**src/rtl/lb_regbank_arbiter.sv**
```systemverilog
// Round-robin arbiter that shares one register bank among NUM_REQ requesters.
// Every access takes a fixed IDLE -> GRANT -> RESP slot of three cycles.
module lb_regbank_arbiter #(
  parameter int NUM_REQ = 4,
  parameter int ADDR_W  = 4,
  parameter int DATA_W  = 8
) (
  input  logic                      clk,
  input  logic                      reset,
  input  logic [NUM_REQ-1:0]        req,
  input  logic [NUM_REQ-1:0]        req_we,
  input  logic [NUM_REQ*ADDR_W-1:0] req_addr,
  input  logic [NUM_REQ*DATA_W-1:0] req_wdata,
  output logic [NUM_REQ-1:0]        gnt,
  output logic [NUM_REQ-1:0]        ack,
  output logic [DATA_W-1:0]         rsp_rdata,
  output logic                      bank_cs,
  output logic                      bank_we,
  output logic [ADDR_W-1:0]         bank_addr,
  output logic [DATA_W-1:0]         bank_wdata,
  input  logic [DATA_W-1:0]         bank_rdata
);

  localparam int PTR_W = (NUM_REQ > 1) ? $clog2(NUM_REQ) : 1;

  localparam logic [1:0] ST_IDLE  = 2'd0;
  localparam logic [1:0] ST_GRANT = 2'd1;
  localparam logic [1:0] ST_RESP  = 2'd2;

  logic [1:0]         state_reg;
  logic [NUM_REQ-1:0] gnt_reg;
  logic [NUM_REQ-1:0] ack_reg;
  logic               cs_reg;
  logic               we_reg;
  logic [ADDR_W-1:0]  addr_reg;
  logic [DATA_W-1:0]  wdata_reg;
  logic [DATA_W-1:0]  rdata_reg;
  logic [PTR_W-1:0]   rr_ptr_reg;
  logic [PTR_W-1:0]   win_reg;

  logic [ADDR_W-1:0]  addr_arr  [NUM_REQ];
  logic [DATA_W-1:0]  wdata_arr [NUM_REQ];

  genvar gi;
  generate
    for (gi = 0; gi < NUM_REQ; gi++) begin : g_unpack
      assign addr_arr[gi]  = req_addr[gi*ADDR_W +: ADDR_W];
      assign wdata_arr[gi] = req_wdata[gi*DATA_W +: DATA_W];
    end
  endgenerate

  // Scan from the farthest offset down so the nearest requester to rr_ptr wins.
  int                 cand;
  logic [PTR_W-1:0]   cand_idx;
  logic               win_valid;
  logic [PTR_W-1:0]   win_idx;

  always_comb begin
    cand      = 0;
    cand_idx  = '0;
    win_valid = 1'b0;
    win_idx   = '0;
    for (int k = NUM_REQ - 1; k >= 0; k--) begin
      cand = int'(rr_ptr_reg) + k;
      if (cand >= NUM_REQ) cand = cand - NUM_REQ;
      cand_idx = PTR_W'(cand);
      if (req[cand_idx]) begin
        win_valid = 1'b1;
        win_idx   = cand_idx;
      end
    end
  end

  logic [NUM_REQ-1:0] win_onehot;
  logic [PTR_W-1:0]   rr_ptr_next;

  assign win_onehot  = {{(NUM_REQ-1){1'b0}}, 1'b1} << win_idx;
  assign rr_ptr_next = (win_reg == PTR_W'(NUM_REQ - 1)) ? '0 : win_reg + 1'b1;

  always_ff @(posedge clk) begin
    if (reset) begin
      state_reg  <= ST_IDLE;
      gnt_reg    <= '0;
      ack_reg    <= '0;
      cs_reg     <= 1'b0;
      we_reg     <= 1'b0;
      addr_reg   <= '0;
      wdata_reg  <= '0;
      rdata_reg  <= '0;
      rr_ptr_reg <= '0;
      win_reg    <= '0;
    end else begin
      case (state_reg)
        ST_IDLE: begin
          if (win_valid) begin
            win_reg   <= win_idx;
            gnt_reg   <= win_onehot;
            cs_reg    <= 1'b1;
            we_reg    <= req_we[win_idx];
            addr_reg  <= addr_arr[win_idx];
            wdata_reg <= wdata_arr[win_idx];
            state_reg <= ST_GRANT;
          end
        end
        ST_GRANT: begin
          // bank_rdata is combinational from bank_addr, so it is valid now.
          if (!we_reg) rdata_reg <= bank_rdata;
          cs_reg    <= 1'b0;
          we_reg    <= 1'b0;
          ack_reg   <= gnt_reg;
          state_reg <= ST_RESP;
        end
        ST_RESP: begin
          ack_reg    <= '0;
          gnt_reg    <= '0;
          rr_ptr_reg <= rr_ptr_next;
          state_reg  <= ST_IDLE;
        end
        default: state_reg <= ST_IDLE;
      endcase
    end
  end

  assign gnt        = gnt_reg;
  assign ack        = ack_reg;
  assign rsp_rdata  = rdata_reg;
  assign bank_cs    = cs_reg;
  assign bank_we    = we_reg;
  assign bank_addr  = addr_reg;
  assign bank_wdata = wdata_reg;

endmodule

```
**config.mk**
```make
export PLATFORM = sky130hd
export DESIGN_NAME = lb_regbank_arbiter
export DESIGN_NICKNAME = d
export VERILOG_FILES = /design/src/rtl/lb_regbank_arbiter.sv
export SDC_FILE = /design/constraint.sdc
export NUM_CORES = 1
export LEC_CHECK = 0
export CAP_MARGIN = 15
export CORE_MARGIN = 4
export CORE_UTILIZATION = 30
export DETAILED_ROUTE_END_ITERATION = 6
export PLACE_DENSITY = 0.64
export SYNTH_ARGS = -nofsm -noshare
export SYNTH_HDL_FRONTEND = slang
export SYNTH_SLANG_ARGS = --single-unit
```
**constraint.sdc**
```tcl
create_clock -name clk -period 2.4 [get_ports clk]
set_clock_uncertainty 0.05 [all_clocks]
set_input_delay 0.48 -clock clk [delete_from_list [all_inputs] [get_ports clk]]
set_output_delay 0.48 -clock clk [all_outputs]
set_load 0.05 [all_outputs]
```
=== After elaboration in Yosys (flattened, before gate mapping) ===
Index checks and enable logic that the tools add are counted.

* Register bits: 36
* Bits of input ports: 66
* Output and inout port bits: 30
* Word-level logic and storage cells: 81

* $add $sub $neg: 8
* Order comparisons: 10
* Eq/ne operators: 4
* Shift operators: 1
* Mux-type cells: 38
* Bitwise operators: 2
* Reductions and logical operators: 8

{| class="wikitable"
|+ Operators by type and width
! operator !! number
|-
| $mux 2 || 10
|-
| $bmux 8 s2 || 1
|-
| $mux 8 || 2
|-
| $pmux 4 s2 || 2
|-
| $lt 2x3->1 const B || 5
|-
| $ge 3x3->1 const B || 4
|-
| $mux 4 || 3
|-
| $mux 1 || 11
|-
| $bmux 1 s2 || 5
|-
| $bmux 4 s2 || 1
|-
| $reduce_and 2->1 || 4
|-
| $sub 2x1->2 const B || 4
|-
| $add 2x2->3 const B || 2
|-
| $reduce_bool 2->1 || 3
|-
| $eq 2x2->1 const B || 2
|-
| $pmux 1 s2 || 2
|-
| $pmux 2 s2 || 1
|-
| $shl 1x2->4 const A || 1
|-
| $add 2x1->3 const B || 1
|-
| $ge 2x3->1 const B || 1
|-
| $not 2->3 || 1
|-
| $add 2x1->2 const B || 1
|-
| $eq 2x1->1 const B || 1
|-
| $logic_not 2->1 || 1
|-
| other kinds (2) || 2
|}

=== Logic depth before layout (Yosys ltp) ===
Gate-level depths: netlist of the first run.

* Depth after elaboration: 13
* Gate-level depth with buffers: 8
* Depth with buffers taken out: 6

=== Worst setup path after synthesis of the first run ===
No wires, ideal clock.

* Path type: input to register
* Start: input port req[0]
* End: register addr_reg[3], in the netlist bank_addr[3]
* Library setup time: 0.125 ns
* Data arrival time: 1.845 ns
* Required time: 2.225 ns
* Path slack: 0.380 ns
* Stages on the path: 7
* Buffers on the path: 1
* Cell sequence: buf_6 -> mux2i_1 -> nor2_1 -> a311oi_4 -> mux2_2 -> a221oi_1 -> nor3_1

* Cells in the longest elaborated chain, start to end: 10
* Elaborated cells on any way between the ends: 21
* Those cells by class: 19 x mux; 1 x bitwise; 1 x reduce/logical

{| class="wikitable"
|+ Ends and longest elaborated chain
! what !! line !! source
|-
| start: declaration || 10 || <nowiki>input logic [NUM_REQ-1:0] req,</nowiki>
|-
| $bmux 1 s2 || 67 || <nowiki>if (req[cand_idx]) begin</nowiki>
|-
| $mux 1 (not written as such) || 67 ||
|-
| $mux 2 (4 in series) || 67 ||
|-
| $not 2->3 (not written as such) || 100 || <nowiki>addr_reg <= addr_arr[win_idx];</nowiki>
|-
| $bmux 4 s2 || 100 ||
|-
| $mux 4 (not written as such) (2 in series) || 100 ||
|-
| end signal: assignment || 100 ||
|-
| end: declaration || 35 || <nowiki>logic [ADDR_W-1:0] addr_reg;</nowiki>
|}

Several ways; a longest one is shown, not always the timed one. The select of a mux whose other input is x is not followed.
A chain may end at the register's enable or synchronous reset.

=== Final worst setup path of the first run ===
* Start: input port req[1]
* End: register wdata_reg[1], in the netlist bank_wdata[1]

* Cells in the longest elaborated chain, start to end: 10
* Elaborated cells on any way between the ends: 21
* Those cells by class: 19 x mux; 1 x bitwise; 1 x reduce/logical

{| class="wikitable"
|+ Ends and longest elaborated chain
! what !! line !! source
|-
| $bmux 1 s2 || 67 ||
|-
| $mux 1 (not written as such) || 67 ||
|-
| $mux 2 (4 in series) || 67 ||
|-
| $not 2->3 (not written as such) || 101 || <nowiki>wdata_reg <= wdata_arr[win_idx];</nowiki>
|-
| $bmux 8 s2 || 101 ||
|-
| $mux 8 (not written as such) (2 in series) || 101 ||
|-
| end signal: assignment || 101 ||
|-
| end: declaration || 36 || <nowiki>logic [DATA_W-1:0] wdata_reg;</nowiki>
|}

Several ways; a longest one is shown, not always the timed one. The select of a mux whose other input is x is not followed.

==> impl_metrics.json, run 1 <==
{
  "final_cell_mix": "95 x clkdlybuf4s50_1, 36 x dfxtp_1, 30 x nor2_1",
  "hold_buffers": 0,
  "grt_max_degree": 19,
  "status": "finished, final reports clean",
  "clock-sinks": 36,
  "holdCritPathClass": "reg2reg",
  "critPathKind": "in2reg",
  "hpwlAfterDp_um": 4610,
  "area_growth_syn_to_layout_pct": 58.0,
  "via_count": 1970,
  "cap_violations": 0,
  "cts.repair.resized": 0,
  "vias_per_cell": 4.90,
  "wl_per_cell_um": 14.6,
  "drt_iter0_drc": 60,
  "max_clock_freq_mhz": 457,
  "ios": 96,
  "clk_latency_ps": 290,
  "drtAntennaViolNets": 0,
  "place.port_buffers": 95,
  "synth_nets": 291,
  "wl_um": 5880,
  "core_area_um2": 6460,
  "r2r_slack_ps": 370,
  "synth.top_cell.area_share_pct": 35.5,
  "start_kind": "primary input",
  "synth_seq_cells": 36,
  "synth.area.top_cells": "dfxtp_1 36%, mux2i_1 6.9%, nor2_1 5.5%",
  "dpl_worst_slack_ps": -98.0,
  "final_max_slew_viol_count": 0,
  "yosysSeqAreaShare_pct": 35.5,
  "setup_slack_ps": 212,
  "p_per_area_nw_per_um2": 611,
  "grt-ovfl-total": 0,
  "grt_pass1_vias": 2021,
  "crit_path_end_kind": "flip-flop",
  "cp.arrival_ps": 2340,
  "fillers": 626,
  "path_clk_slew_ps": 80,
  "die-area_um2": 8150,
  "ir_worst_vdd_v": 0.000421,
  "synth_area_um2": 2030,
  "antenna_found_initial": 0,
  "path_max_fanout": 11,
  "final_common_cell": "clkdlybuf4s50_1",
  "insertedDiodeCount": 0,
  "die_w_um": 90.3,
  "fin_util_pct": 49.6,
  "cts_buffers": 5,
  "gp_congestion": 0.743,
  "hold_viol_final": 0,
  "num-nets-final": 395,
  "rsz0062_at_grt": "no",
  "clockBufferDepth": 2,
  "synthDistinctLibCells": 38,
  "grtUsageTotal_pct": 14.4,
  "drcViolationCount": 0,
  "die_y_um": 90.3,
  "min_period_ps": 2190,
  "cts_setup_buffers": 0,
  "grt_pass1_wl_um": 9710,
  "htree_levels": 2,
  "max_slew_margin_pct": 43.1,
  "finalSetupViolations": 0,
  "setup_tns_ps": 0,
  "cts_tree": "built",
  "synth_largest_area_cell": "dfxtp_1",
  "worst_pin_slew_ps": 849,
  "initial_utilization_pct": 31.4,
  "finalCritPeriodShare_pct": 91.2,
  "hold_slack_ps": 420,
  "root_buffer": "clkbuf_8",
  "yosysWarnings": 0,
  "placementRows": 29,
  "synth_area_per_cell_um2": 9.22,
  "drive_above_1_share_pct": 12.9,
  "postSynthCellCount": 220,
  "cp.required_ps": 2550,
  "p_leak_uw": 0.00121,
  "dr.pass1.iters": 4
}
[Yosys cell counts, drive strengths merged]
| cell | count |
|---|---|
| nor2b | 2 |
| a311oi | 1 |
| o21a | 1 |
| nand3b | 4 |
| mux2i | 14 |
| a211o | 1 |
| inv | 7 |
| a21oi | 15 |
| and4b | 1 |
| nor3 | 3 |
| nand2 | 18 |
| or2b | 1 |
| a22oi | 3 |
| a221oi | 12 |
| o211a | 1 |
| o211ai | 1 |
| dfxtp | 36 |
| nand3 | 3 |
| and2 | 1 |
| o31ai | 1 |
| buf | 10 |
| a21o | 1 |
| o21bai | 1 |
| a211oi | 10 |
| nor4b | 2 |
| clkbuf | 8 |
| or2 | 1 |
| o21ai | 6 |
| nand2b | 6 |
| ha | 5 |
| nor4 | 1 |
| nor2 | 30 |
| mux2 | 12 |
| o2bb2a | 1 |
[worst paths after layout]
kind,start,end,cells after the start
max,req[1],bank_wdata[1],5
min reg2reg,ack[3],ack[3],2
max reg2reg,rr_ptr_reg[1],bank_wdata[5],6
min,ack[3],ack[3],2
[where the power goes]
| group | internal, µW | total [µW] | switching, µW | leakage, µW |
|---|---|---|---|---|
| sequential | 656 | 692 | 36.5 | 0.000296 |
| combinational | 339 | 735 | 397 | 0.000864 |
| clock | 308 | 530 | 221 | 0.0000552 |
[metal layers]
metal  vias to the layer above  GRT usage (%)  share of wire, %
met5                         -              0                 0
met4                         0           3.83              0.90
met3                         5           5.33               8.4
met2                        76           24.5                47
met1                       895           17.1                43
li1                        994              -                 -
[through the flow]
| step | total power [µW] | area (µm²) | cells |
|---|---|---|---|
| floorplan | 1160 | 2030 | 220 |
| global placement | 1440 | 3100 | 394 |
| detailed placement | 1450 | 3100 | 394 |
| CTS | 1990 | 3210 | 402 |
| global route | 2060 | 3210 | 402 |
| finish | 1960 | 3210 | 402 |
[critical path: stages]
cell	delay (ps)
clkdlybuf4s50_1	460
buf_4	180
o31ai_2	740
a221oi_1	210
a211oi_1	260
[area by class of cell]
class	instances	area [µm²]	share of cell area, %
Clock inverter	2	35.0	1.09
Timing Repair Buffer	115	1130	35.1
Inverter	7	26.3	0.820
Sequential cell	36	721	22.5
Tap cell	77	96.3	3.01
Multi-Input combinational cell	159	1130	35.2
Clock buffer	6	72.6	2.26
[kinds of logic (layout without fill, tap and decap cells)]
kind of cell	count (synthesis)	after routing	share of synthesized area [%]
buffers and inverters	25	130	9.13
flip-flops	36	36	35.5
AND/OR/NAND/NOR	73	73	17.8
AO/OA/AOI/OAI	55	55	21.0
adder cells (fa/ha/maj)	5	5	3.08
multiplexers	26	26	13.6
Power figures use the tool's default switching activity.
==> run 2, diff against run 1 <==
- CTS_BUF_LIST: default -> sky130_fd_sc_hd__clkbuf_16
==> impl_metrics.json, run 2 (synthesis results as in run 1) <==
{
  "cts_tree": "built",
  "grtUsageTotal_pct": 14.5,
  "max_slew_margin_pct": 40.9,
  "ir_worst_vdd_v": 0.000417,
  "holdCritPathClass": "reg2reg",
  "grt_max_degree": 19,
  "num-nets-final": 395,
  "rsz0062_at_grt": "no",
  "worst_pin_slew_ps": 881,
  "critPathKind": "in2reg",
  "final_cell_area_um2": 3260,
  "vias_per_cell": 4.93,
  "gp_congestion": 0.743,
  "cpPeakStageDelay_ps": 760,
  "dr.max_layer_used": "met4",
  "drt_iter0_drc": 76,
  "clk_latency_ps": 280,
  "crit_slowest_cell": "o31ai_2",
  "grt_pass1_wl_um": 9720,
  "core_area_um2": 6460,
  "hpwlAfterDp_um": 4610,
  "cap_violations": 0,
  "fillers": 612,
  "area_growth_syn_to_layout_pct": 60.7,
  "min_period_ps": 2220,
  "ios": 96,
  "drtAntennaViolNets": 0,
  "status": "finished, final reports clean",
  "die_y_um": 90.3,
  "max_clock_freq_mhz": 449,
  "wl_um": 5880,
  "die-area_um2": 8150,
  "initial_utilization_pct": 31.4,
  "hold_viol_final": 0,
  "place_area_um2": 3100,
  "htree_levels": 2,
  "die_w_um": 90.3,
  "dr_wl_met3_um": 554,
  "final_cell_mix": "95 x clkdlybuf4s50_1, 36 x dfxtp_1, 30 x nor2_1",
  "hold_depth": 2,
  "drcViolationCount": 0,
  "finalSetupViolations": 0,
  "wl_per_cell_um": 14.6,
  "via_count": 1980,
  "cts_buffers": 5,
  "dr.pass1.iters": 4,
  "hold_buffers": 0,
  "cts.repair.resized": 0,
  "start_kind": "primary input",
  "root_buffer": "clkbuf_16",
  "wl_met1_um": 2500,
  "cts_setup_buffers": 0,
  "final_max_slew_viol_count": 0,
  "cp.required_ps": 2540,
  "path_clk_slew_ps": 60,
  "grt_pass1_vias": 2012,
  "crit_chain": "clkdlybuf4s50_1 > buf_4 > o31ai_2 > a221oi_1 > a211oi_1",
  "drive_above_1_share_pct": 12.9,
  "clock-sinks": 36,
  "path_max_fanout": 11,
  "cp_num_buf_inv": 2,
  "cp.arrival_ps": 2360,
  "p_leak_uw": 0.00124,
  "final_common_cell": "clkdlybuf4s50_1",
  "cpLargestDelayFamily": "compound AO/OA/AOI/OAI gates",
  "crit_path_end_kind": "flip-flop",
  "place.port_buffers": 95,
  "fin_util_pct": 50.5,
  "placementRows": 29,
  "met2_length_um": 2800,
  "cp.depth": 5,
  "antenna_found_initial": 0,
  "grt-ovfl-total": 0,
  "clockBufferDepth": 2,
  "p_per_area_nw_per_um2": 661,
  "finalCritPeriodShare_pct": 92.7,
  "r2r_cells": 6,
  "insertedDiodeCount": 0
}
[run 2: per-stage QoR]
stage / cells / setup TNS (ps) / total power, µW / hold slack (ps) / worst slack [ps]
after detailed placement: 394 / -822 / 1450 / 412 / -98.0
after global routing: 402 / 0 / 2270 / 440 / 73.9
final: 402 / 0 / 2160 / 420 / 175
after global placement: 394 / -678 / 1440 / 406 / -79.4
after CTS: 402 / 0 / 2180 / 420 / 185
after floorplan: 220 / 0 / 1160 / 390 / 380
[run 2: routing by layer]
layer / track usage [%] / vias up
met4: 3.06 / 0
met2: 24.5 / 89
met5: 0 / -
met3: 6.33 / 2
li1: - / 998
met1: 17.1 / 891
[run 2: path summary, 6_finish.rpt]
| kind | start | endpoint | slack, ps |
|---|---|---|---|
| worst max-delay path | req[1] | bank_wdata[1] | 180 |
| worst min-delay path | win_reg[1] | win_reg[1] | 420 |
| worst max register to register | rr_ptr_reg[1] | bank_wdata[5] | 370 |
| worst min register to register | win_reg[1] | win_reg[1] | 420 |
[run 2: layout make-up]
type	instances	area [µm²]	share of cell area, %
multi-input cells	159	1130	34.6
repair buffers	115	1130	34.5
flip-flops and latches	36	721	22.1
clock buffers	5	125	3.84
well taps	77	96.3	2.95
clock inverters	3	38.8	1.19
inverters	7	26.3	0.806
[run 2: power by group]
| part | internal (µW) | total, µW | switching (µW) |
|---|---|---|---|
| sequential | 657 | 693 | 36.5 |
| clock | 484 | 727 | 243 |
| combinational | 339 | 736 | 397 |
[run 2: worst reg2reg max path, delay by kind of cell (launching register included)]
kind	cells	cell delay [ps]
AOI/OAI and AO/OA	2	660
muxes	2	600
DFF	1	450
and+or+nand+nor	2	160
==> run 3, diff against run 2 <==
- CORE_ASPECT_RATIO: default -> 2
==> impl_metrics.json, run 3 (synthesis results as in run 1) <==
{
  "status": "finished, final reports clean",
  "grtUsageTotal_pct": 15.5,
  "hold_buffers": 0,
  "grt-ovfl-total": 0,
  "crit_path_end_kind": "flip-flop",
  "wl_per_cell_um": 14.9,
  "die_y_um": 124,
  "critPathKind": "in2reg",
  "area_growth_syn_to_layout_pct": 62.1,
  "hold_slack_ps": 419,
  "ir_worst_vdd_v": 0.000447,
  "cts_buffers": 5,
  "p_int_uw": 1380,
  "grt_pass1_wl_um": 9870,
  "worst_pin_slew_ps": 523,
  "root_buffer": "clkbuf_16",
  "insertedDiodeCount": 0,
  "antenna_found_initial": 0,
  "vias_per_cell": 4.76,
  "place.port_buffers": 95,
  "initial_utilization_pct": 30.7,
  "switchingPower_uw": 674,
  "critPathLaunch": "req[0]",
  "p_leak_uw": 0.00127,
  "clock-sinks": 36,
  "crit_slowest_cell": "clkdlybuf4s50_1",
  "drive_above_1_share_pct": 14.2,
  "final_max_slew_viol_count": 0,
  "final_cell_mix": "94 x clkdlybuf4s50_1, 36 x dfxtp_1, 30 x nor2_1",
  "cpLargestDelayFamily": "compound AO/OA/AOI/OAI gates",
  "holdCritPathClass": "reg2reg",
  "finalSetupViolations": 0,
  "dr.pass1.iters": 4,
  "placementRows": 42,
  "crit_path_end": "bank_addr[3]",
  "cp_num_buf_inv": 1,
  "htree_levels": 2,
  "cts_setup_buffers": 0,
  "cts_tree": "built",
  "seqPwrFrac_pct": 33.9,
  "via_count": 1988,
  "hpwlAfterDp_um": 5030,
  "clk_latency_ps": 270,
  "clockPowerShare_pct": 29.6,
  "start_kind": "primary input",
  "max_slew_margin_pct": 65.0,
  "drt_iter0_drc": 75,
  "num-nets-final": 401,
  "wl_um": 6240,
  "core_area_um2": 6620,
  "crit_chain": "clkdlybuf4s50_1 > mux2i_1 > nor2_1 > a311oi_4 > mux2_2 > a221oi_1 > nor3_1",
  "r2r_cells": 6,
  "p_per_area_nw_per_um2": 623,
  "die_w_um": 66.2,
  "p_comb_share_pct": 36.5,
  "cts.repair.resized": 0,
  "path_clk_slew_ps": 50,
  "ios": 96,
  "cap_violations": 0,
  "grt_max_degree": 15,
  "die-area_um2": 8220,
  "cp.arrival_ps": 2350,
  "fillers": 652,
  "min_period_ps": 2250,
  "cp.required_ps": 2500,
  "path_max_fanout": 6,
  "netSwitchingFraction_pct": 32.9,
  "hold_viol_final": 0,
  "gp_congestion": 0.784,
  "worstReg2RegEnd": "bank_addr[3]",
  "clockBufferDepth": 2,
  "r2r_start": "rr_ptr_reg[1]",
  "drcViolationCount": 0,
  "r2r_slack_ps": 380,
  "finalCritPeriodShare_pct": 93.6,
  "grt_pass1_vias": 2061,
  "total_power_uw": 2050,
  "cpPeakStageDelay_ps": 510,
  "drtAntennaViolNets": 0,
  "max_clock_freq_mhz": 445,
  "rsz0062_at_grt": "no",
  "final_common_cell": "clkdlybuf4s50_1",
  "cp.depth": 7
}
run 3: cell count changes in the layout (fill, tap and decap cells not counted):
cell,before,now
buf_4,18,24
o2bb2a_1,1,0
o2bb2a_2,0,1
bufinv_16,1,0
o31ai_1,0,1
dlymetal6s2s_1,0,1
o31ai_2,1,0
clkdlybuf4s50_1,95,94
run 3: how the worst min path moves through the flow:
stage | from | endpoint | cells past startpoint
floorplan | win_reg[1] | win_reg[1] | 2
global route | ack[1] | ack[1] | 2
finish | ack[0] | ack[0] | 2
detailed placement | ack[1] | ack[1] | 2
CTS | ack[0] | ack[0] | 2
global placement | win_reg[1] | win_reg[1] | 2
run 3: area by class of cell:
class | instances | area [µm²] | area share (%)
sequential | 36 | 721 | 21.9
inverter | 7 | 26.3 | 0.799
timing repair buffer | 121 | 1170 | 35.7
tap | 88 | 110 | 3.35
clock buffer | 5 | 125 | 3.80
multi-input combinational | 159 | 1120 | 34.2
clock inverter | 2 | 8.76 | 0.266
run 3: metrics by stage:
stage	setup TNS (ps)	setup slack [ps]	instance area (µm²)	instances	util [%]
floorplan	0	380	2030	220	-
global placement	-568	-82.6	3150	411	47.6
detailed placement	-1450	-157	3150	411	47.6
CTS	0	137	3290	418	49.6
global route	0	10.4	3290	418	49.7
finish	0	154	3290	418	49.7
run 3: worst reg2reg max path, cell delays in order, from the launching register on:
cell      delay, ps
dfxtp_1         440
mux2i_1         220
nor2_1           80
a311oi_4        340
mux2_2          400
a221oi_1        280
nor3_1           80
run 3: per-layer routing:
metal	vias to the layer above	GRT usage [%]	part of all wire, %
met2	67	30.4	57
met3	8	3.34	4.6
met1	911	14.9	36
li1	1002	-	-
met4	0	5.39	2.3
met5	-	0	0
run 3: power by group through the flow:
| stage | Combinational [µW] | Clock, µW | Sequential [µW] |
|---|---|---|---|
| floorplan | 285 | 0 | 875 |
| global placement | 744 | 0 | 708 |
| detailed placement | 754 | 0 | 709 |
| CTS | 756 | 617 | 696 |
| global route | 807 | 649 | 702 |
| finish | 749 | 606 | 695 |
==> edit: new RTL, flow settings as in run 2 <==
Set the parameter `ADDR_W` to 2 (it was 4).
--- a/src/rtl/lb_regbank_arbiter.sv
+++ b/src/rtl/lb_regbank_arbiter.sv
@@ -2,7 +2,7 @@
 // Every access takes a fixed IDLE -> GRANT -> RESP slot of three cycles.
 module lb_regbank_arbiter #(
   parameter int NUM_REQ = 4,
-  parameter int ADDR_W  = 4,
+  parameter int ADDR_W  = 2,
   parameter int DATA_W  = 8
 ) (
   input  logic                      clk,
Ports: changed (resized bank_addr and req_addr); port bits go from 96 to 86. No check against the original RTL was run, so the function may have changed too.
==> edit against run 2 <==
Sequential cell count fell by 2; final cell count decreased by 3.5%; area after synthesis fell by 2.3%; global-route usage is 0.19 points lower; sequential share of layout area barely moved; setup slack improved by 0.14 ns; combinational power shrank 3.7%; first-iteration DRC count decreased by 17%; critical path type unchanged; clock power decreased by 20%; routed wire length fell by 3.3%; cell area fell by 5.5%; critical endpoint is now bank_wdata[2]$_SDFFE_PP0P_; total power is 9.9% lower; core utilization is 2.2 points lower.
==> edit: results <==
{
  "io_buffers": 85,
  "buffers": 105,
  "async_reset_ff_share_pct": 0,
  "wl_met3_um": 334,
  "globalRouteTotalUtil_pct": 14.3,
  "reg2reg_slack_ns": 0.61,
  "worstSetupStartpoint": "req[2]",
  "yosys-top-cells-area": "dfxtp_1, a311oi_2, nand3_1",
  "timing.hold.ws_ns": 0.416,
  "multi_input_area_share_pct": 37.7,
  "dp.cells": 382,
  "peakVddDrop_uv": 360,
  "status": "completed",
  "dp_slack_ns": 0.0118,
  "cpLargestDelayFamily": "buffers and inverters",
  "grt_max_degree": 27,
  "vias": 1940,
  "arrival_ns": 2.23,
  "drt-met1-wl_um": 2540,
  "drive_above_1_share_pct": 15.4,
  "cpPeakStageDelay_ns": 0.70,
  "grt_pass1_vias": 1787,
  "seq_area_um2": 681,
  "fillers": 631,
  "ys_top_cells_by_count": "dfxtp_1, nor2_1, nand3_1, a21oi_1, nand2_1",
  "synth_seq_cells": 34,
  "inverters": 4,
  "place_congestion": 0.820,
  "avgRoutedWirePerCell_um": 14.6,
  "multi_input_cells": 162,
  "dpl_cell_area_um2": 2950,
  "fin_cells": 388,
  "grt_pass1_wl_um": 8870,
  "r2r_end": "bank_wdata[2]$_SDFFE_PP0P_",
  "buf_share_pct": 32.5,
  "tightest_slew_ns": 0.523,
  "path_max_fanout": 11,
  "drt_iter0_drc": 63,
  "layout_setup_ws_ns": 0.312,
  "ys_seq_area_share_pct": 34.3
}
edit: report_power, final:
| group | internal (mW) | total [mW] | leakage [nW] | switching [mW] |
|---|---|---|---|---|
| registers | 0.620 | 0.653 | 0.279 | 0.0332 |
| clock network | 0.368 | 0.581 | 0.0632 | 0.213 |
| logic | 0.315 | 0.709 | 0.791 | 0.394 |
| total | 1.30 | 1.94 | 1.13 | 0.640 |
edit: logic make-up (layout without fill, tap and decap cells):
logic type	after synthesis	count (layout)	synth area share, %
buf+inv	23	115	7.07
fa+ha+maj	5	5	3.16
simple gates	93	93	25.6
flops	34	34	34.3
mux	10	10	5.05
compound gates	54	54	24.7
edit: worst register-to-register path: stages (launching register included):
cell and delay (ns):
dfxtp_1 0.55, nand2b_1 0.19, a21oi_1 0.12, nor3_4 0.25, buf_4 0.20, nand3_1 0.11
a311oi_2 0.25
edit: metal layers:
metal	vias to the layer above	global-route usage (%)
met3	5	2.95
met5	-	0
met1	886	20.0
met4	0	2.84
li1	988	-
met2	61	23.0
